**config.mk**
```make
export PLATFORM = sky130hd
export DESIGN_NAME = clk_div_prog
export DESIGN_NICKNAME = d
export VERILOG_FILES = /design/src/rtl/clk_div_prog.sv
export SDC_FILE = /design/constraint.sdc
export NUM_CORES = 1
export LEC_CHECK = 0
export CELL_PAD_IN_SITES_DETAIL_PLACEMENT = 1
export CELL_PAD_IN_SITES_GLOBAL_PLACEMENT = 1
export CORE_AREA = 2 2 116 118
export CTS_BUF_LIST = sky130_fd_sc_hd__clkbuf_8
export DETAILED_ROUTE_END_ITERATION = 12
export DIE_AREA = 0 0 118 120
export GPL_ROUTABILITY_DRIVEN = 0
export PLACE_DENSITY_LB_ADDON = 0.05
export SETUP_SLACK_MARGIN = 0.02
export SLEW_MARGIN = 20
export SYNTH_ARGS = -nofsm -noshare
export SYNTH_HDL_FRONTEND = slang
export SYNTH_SLANG_ARGS = --single-unit
```
**constraint.sdc**
```tcl
create_clock -name clk_in -period 4.2 [get_ports clk_in]
set_input_delay 1.05 -clock clk_in [delete_from_list [all_inputs] [get_ports clk_in]]
set_output_delay 1.05 -clock clk_in [all_outputs]
set_load 0.01 [all_outputs]
```
**src/rtl/clk_div_prog.sv**
```systemverilog
// Programmable integer clock divider: registered clk_out plus a tick at each period start; new ratios are applied only at a period boundary.
// Latency: clk_out and tick follow the edge that samples en high by one cycle; a config applies at the next wrap, or on the next edge while idle.
// Backpressure: cfg_ready is low while a config is pending; an illegal request (cfg_div < 2) is rejected with a one-cycle cfg_err pulse.
module clk_div_prog #(
    parameter int WIDTH        = 16,
    parameter int DEFAULT_DIV  = 2,
    parameter int DEFAULT_HIGH = 1
) (
    input  logic             clk_in,
    input  logic             rst_n,
    input  logic             en,
    input  logic             cfg_valid,
    output logic             cfg_ready,
    input  logic [WIDTH-1:0] cfg_div,
    input  logic [WIDTH-1:0] cfg_high,
    output logic             cfg_err,
    output logic             clk_out,
    output logic             tick
);

    localparam int HIGH_CLAMPED = (DEFAULT_HIGH < 1) ? 1 :
                                  (DEFAULT_HIGH >= DEFAULT_DIV) ? DEFAULT_DIV - 1 : DEFAULT_HIGH;

    localparam logic [WIDTH-1:0] ONE      = WIDTH'(1);
    localparam logic [WIDTH-1:0] TWO      = WIDTH'(2);
    localparam logic [WIDTH-1:0] RST_DIV  = WIDTH'(DEFAULT_DIV);
    localparam logic [WIDTH-1:0] RST_HIGH = WIDTH'(HIGH_CLAMPED);
    localparam logic [WIDTH-1:0] RST_CNT  = WIDTH'(DEFAULT_DIV - 1);

    logic [WIDTH-1:0] cnt;
    logic [WIDTH-1:0] div_cur;
    logic [WIDTH-1:0] high_cur;
    logic [WIDTH-1:0] pend_div;
    logic [WIDTH-1:0] pend_high;
    logic             pend;

    logic [WIDTH-1:0] cnt_inc;
    logic [WIDTH-1:0] high_req;
    logic             wrap;
    logic             accept;
    logic             reject;

    assign cfg_ready = ~pend;
    assign cnt_inc   = cnt + ONE;
    assign wrap      = (cnt == div_cur - ONE);
    assign accept    = cfg_valid && cfg_ready;
    assign reject    = accept && (cfg_div < TWO);

    // High time is clamped into 1..cfg_div-1 so every period has both phases.
    always_comb begin
        high_req = cfg_high;
        if (cfg_high == '0) begin
            high_req = ONE;
        end else if (cfg_high >= cfg_div) begin
            high_req = cfg_div - ONE;
        end
    end

    always_ff @(posedge clk_in or negedge rst_n) begin
        if (!rst_n) begin
            cnt       <= RST_CNT;
            div_cur   <= RST_DIV;
            high_cur  <= RST_HIGH;
            pend_div  <= '0;
            pend_high <= '0;
            pend      <= 1'b0;
            clk_out   <= 1'b0;
            tick      <= 1'b0;
            cfg_err   <= 1'b0;
        end else begin
            cfg_err <= reject;

            if (!en) begin
                // Idle: truncate the period and prime the counter so the next enabled edge wraps.
                clk_out <= 1'b0;
                tick    <= 1'b0;
                if (pend) begin
                    div_cur  <= pend_div;
                    high_cur <= pend_high;
                    cnt      <= pend_div - ONE;
                    pend     <= 1'b0;
                end else begin
                    cnt <= div_cur - ONE;
                end
            end else if (wrap) begin
                cnt     <= '0;
                clk_out <= 1'b1;
                tick    <= 1'b1;
                if (pend) begin
                    div_cur  <= pend_div;
                    high_cur <= pend_high;
                    pend     <= 1'b0;
                end
            end else begin
                cnt     <= cnt_inc;
                clk_out <= (cnt_inc < high_cur);
                tick    <= 1'b0;
            end

            // Accept never collides with an apply: accept needs pend low, apply needs it high.
            if (accept && !reject) begin
                pend_div  <= cfg_div;
                pend_high <= high_req;
                pend      <= 1'b1;
            end
        end
    end

endmodule

```
* After elaboration in Yosys (flattened, before gate mapping) *
Cells that the tools add are included.

operators by class
  equality and inequality tests = 3
  $add $sub $neg = 4
  magnitude comparators = 3
  reduce and logical (&&, ||, !) cells = 5
  bitwise gates (word level) = 1
  multiplexer cells = 18

operator list
  operator                                                                       count
  16-bit 2-to-1 mux                                                              11
  16-bit by 1-bit subtractor with 16-bit output, second input constant           3
  16-bit by 1-bit adder with 16-bit output, second input constant                1
  16-bit == test                                                                 1
  16-bit >= comparator                                                           1
  16-bit zero test                                                               1
  16-bit less-than comparator                                                    1
  16-bit by 2-bit less-than comparator with 1-bit output, second input constant  1
  1-bit 2-to-1 mux                                                               7
  1-bit logical AND                                                              3
  3-bit by 1-bit inequality test with 1-bit output, second input constant        1
  2-bit by 1-bit inequality test with 1-bit output, second input constant        1
  1-bit zero test                                                                1
  1-bit inverter                                                                 1

storage, ports and cells
  flip-flop bits (word level) = 84
  output and inout port bits = 4
  word-level logic and storage cells = 43
  bits of input ports = 36

* Longest topological paths before layout *
  depth in word-level cells = 6
  depth in mapped cells = 13
  mapped depth without buffers = 12

* Worst setup path after synthesis *
No wires, ideal clock.

  path kind = input -> register
  from = input port cfg_high[0]
  to = register pend_high[10]
  stages = 11
  data arrival time = 3.147 ns
  data required time = 4.067 ns
  library setup time = 0.133 ns
  path slack = 0.920 ns
  buffers on the path = 2
  cell sequence = inv_1 > ha_1 > nand2b_1 > a21oi_1 > o21ai_0 > a41oi_1 > o41ai_1 > clkbuf_1 > buf_1 > mux2i_1 > o21ai_0

on the way
  longest elaborated chain between the ends = 3
  elaborated cells on any way between the ends = 4
  classes of those cells = order compare: 1; mux: 2; reduce/logical: 1

ends and longest elaborated chain
  element               RTL line  RTL
  start, declared       15        input logic [WIDTH-1:0] cfg_high,
  16-bit >= comparator  54        end else if (cfg_high >= cfg_div) begin
  16-bit 2-to-1 mux     54
  16-bit 2-to-1 mux *   52        if (cfg_high == '0) begin
  end signal, assigned  103       pend_high <= high_req;
  end, declared         34        logic [WIDTH-1:0] pend_high;

Every way passes the cells marked *; elsewhere a longest branch is shown, timed or not.
A chain may end at the register's enable or synchronous reset.

* Final worst setup path *
  from = register div_cur[0]
  to = register high_cur[15]

on the way
  longest elaborated chain between the ends = 3

ends and longest elaborated chain
  element                                                            RTL line  RTL
  start, declared                                                    31        logic [WIDTH-1:0] div_cur;
  start signal, assigned                                             78        div_cur <= pend_div;
  start signal, assigned                                             90        div_cur <= pend_div;
  16-bit by 1-bit subtractor with 16-bit output                      45        assign wrap = (cnt == div_cur - ONE);
  16-bit == test                                                     45
  2-bit by 1-bit inequality test with 1-bit output (no source line)  --
  end signal, assigned                                               79        high_cur <= pend_high;
  end signal, assigned                                               91        high_cur <= pend_high;
  end, declared                                                      32        logic [WIDTH-1:0] high_cur;

No other way between the ends.

==> impl_metrics.env <==
export IMPL_status="completed"
export IMPL_vias_per_cell=5.71
export IMPL_hold_viol=0
export IMPL_async_flop_share_pct=100
export IMPL_crit_type="flip-flop to flip-flop"
export IMPL_antenna_left=0
export IMPL_min_period_ps=3640
export IMPL_postLayoutCoreUtil_pct=52.4
export IMPL_start_util_pct=46.6
export IMPL_cts_inserted_buffers=9
export IMPL_portBuffers=39
export IMPL_finalPower_mw=3.87
export IMPL_cpPeakStageDelay_ps=470
export IMPL_intPower_mw=2.28
export IMPL_tightest_slew_ps=987
export IMPL_fillers=1528
export IMPL_crit_buf_inv=2
export IMPL_finish_instance_area_sq_um=6800
export IMPL_core_sq_um=13000
export IMPL_p_comb_share_pct=44.5
export IMPL_ctsHoldBuffers=0
export IMPL_ios=40
export IMPL_post_cts_buffers=0
export IMPL_worstPathMaxFanout=32
export IMPL_final_layout_size_suffix_gt1_share_pct=11.1
export IMPL_synth_edf_count=0
export IMPL_synthTopCellsByArea="dfrtp_1 (34%), ha_1 (7.2%), mux2_4 (7.0%)"
export IMPL_antenna_cells=0
export IMPL_irDropWorstVdd_mv=0.188
export IMPL_vias=4849
export IMPL_syn_inst=644
export IMPL_crit_required_ps=4450
export IMPL_setup_viol=0
export IMPL_insertion_delay_ps=370
export IMPL_static_leakage_power_nw=2.96
export IMPL_cts_path_max_buffers=2
export IMPL_synth_cell_types=64
export IMPL_slowest_stage="or3b_1"
export IMPL_synth_most_common_cell="dfrtp_1"
export IMPL_grt_max_degree=65
export IMPL_die_y_microns=120
export IMPL_synth_ff_type="dfrtp_1"
export IMPL_clkSlewWorstSetupHoldPaths_ps=100
export IMPL_crit_path_start_kind="flip-flop"
export IMPL_grt_overflow=0
export IMPL_synth_largest_area_cell="dfrtp_1"
export IMPL_worst_ep_arrival_time_ps=3890
export IMPL_synth_seq_cells=84
export IMPL_period_share_pct=86.6
export IMPL_maxSlewViolCount=0
export IMPL_crit_chain="inv_1 > ha_1 > or3b_1 > o311ai_1 > o221ai_1 > nor4b_1 > o2111ai_1 > o41ai_4 > buf_12 > mux2_2"
export IMPL_maxCapViolCount=0
export IMPL_swShare_pct=41.0
export IMPL_die_area_sq_um=14200
export IMPL_first_pass_iters=4
export IMPL_grt_antenna_before_repair=0
export IMPL_grt_pass1_wl_mm=27.9
export IMPL_ctsRootBufferMaster="clkbuf_8"
export IMPL_wirelength_mm=16.6
export IMPL_slew_headroom_pct=33.6
export IMPL_yosys_top_cells_count="dfrtp_1 (81), nand2_1 (73), xnor2_1 (46)"
export IMPL_wl_per_cell_microns=19.6
export IMPL_hold_class="flip-flop to flip-flop"
export IMPL_grt_pass1_vias=5253
export IMPL_netlist_area_leader_share_pct=33.5
export IMPL_tns_ps=0
export IMPL_dr_first_iter_drc_count=226
export IMPL_h_tree_depth=3
export IMPL_pwr_share_clk_pct=17.5
export IMPL_syn_nets=715
export IMPL_nets=739
export IMPL_fin_worst_skew_ps=14.7
export IMPL_place_area_sq_um=6570
export IMPL_synthToLayoutAreaGrowth_pct=12.5
export IMPL_grtUsageTotal_pct=25.0
export IMPL_yosysWarnings=0
export IMPL_std_cell_rows=42
export IMPL_synth_area_sq_um=6050
export IMPL_dp_hpwl_mm=12.9
export IMPL_avgSynthCellArea_sq_um=9.39
export IMPL_power_net_switching_mw=1.58
export IMPL_cts_resized=0
export IMPL_clock_fmax_mhz=275
export IMPL_clock_sinks=84
export IMPL_path_delay_family="compound AO/OA/AOI/OAI gates"
export IMPL_ys_seq_area_share_pct=34.8
export IMPL_powerDensity_nw_per_um2=569
export IMPL_end_kind="flip-flop"
export IMPL_rsz0062_at_grt="no"
export IMPL_cts_tree="done"
export IMPL_pwr_share_seq_pct=37.9
export IMPL_drc_errors=0
export IMPL_fp_dieW_microns=118
## state kept, by name (all words and copies together) (netlist names)
| name | cells |
|---|---|
| cnt | 16 |
| div_cur | 16 |
| high_cur | 16 |
| pend_div | 16 |
| pend_high | 16 |
| cfg_err | 1 |
| clk_out | 1 |
| pend | 1 |
| tick | 1 |
## kinds of logic after synthesis
logic type      synth area share (%)
fa+ha+maj                       7.24
buf+inv                         5.44
xor+xnor                        11.1
compound gates                  12.3
simple gates                    18.4
mux                             10.7
flops                           34.8
## cell type report
type / instances / area [sq um] / area share (%)
clock inverters: 7 / 104 / 1.53
well taps: 176 / 220 / 3.24
flip-flops and latches: 84 / 2110 / 31.0
multi-input cells: 482 / 3620 / 53.2
repair buffers: 48 / 468 / 6.88
inverters: 43 / 161 / 2.37
clock buffers: 9 / 124 / 1.82
## power by group through the flow
stage	Clock [mW]	Combinational, mW	Sequential [mW]
2_1_floorplan	0	1.44	1.26
3_3_place_gp	0	1.66	1.46
4_1_cts	0.692	1.73	1.46
6_report	0.679	1.72	1.47
3_5_place_dp	0	1.72	1.48
5_1_grt	0.726	1.91	1.52
## worst min-delay path: cells and delay by family (launching register included)
kind            cells  cell delay [ps]
simple gates        1               50
flops               1              350
compound gates      1               60
## metal layers
layer	GRT usage (%)	share of wire (%)	up-vias
met5	0	0	-
met4	10.4	3.3	0
met3	3.33	3.3	38
met2	41.4	48	104
met1	33.1	45	2381
li1	-	-	2326
## per-stage QoR
step                setup slack (ps)  hold WS (ps)  instances
global route                     384           530        849
CTS                              563           495        849
finish                           563           490        849
global placement                 375           464        833
floorplan                        920           444        644
detailed placement               320           477        833
## path summary, 6_finish.rpt
| check | from | endpoint | slack, ps | cells after the start |
|---|---|---|---|---|
| worst max-delay path | div_cur[0]$_DFFE_PN0P_ | high_cur[15]$_DFFE_PN0P_ | 560 | 10 |
| max in group asynchronous | rst_n | high_cur[10]$_DFFE_PN0P_ | 2600 | 2 |
| min in group asynchronous | rst_n | div_cur[3]$_DFFE_PN0P_ | 770 | 1 |
| worst min-delay path | pend_high[11]$_DFFE_PN0P_ | pend_high[11]$_DFFE_PN0P_ | 490 | 2 |
| worst max register to register | div_cur[0]$_DFFE_PN0P_ | high_cur[15]$_DFFE_PN0P_ | 560 | 10 |
| worst min register to register | pend_high[11]$_DFFE_PN0P_ | pend_high[11]$_DFFE_PN0P_ | 490 | 2 |
## cell usage in the layout, fill, tap and decap left out, types with 6 or more instances in the layout
cell type / count
a21oi_1: 13
mux2_4: 28
xor2_1: 17
buf_4: 9
inv_1: 43
nand4_1: 8
mux2i_1: 17
nand2_1: 73
dfrtp_1: 81
o22ai_1: 16
nand3_1: 21
nor4_1: 16
nand2b_1: 7
clkbuf_8: 9
clkdlybuf4s50_1: 38
nor2_1: 31
nor3_1: 17
a21o_1: 6
o21ai_0: 42
xnor2_1: 46
ha_1: 35
and3_1: 7
No activity file was read; power rests on OpenSTA's default activity.
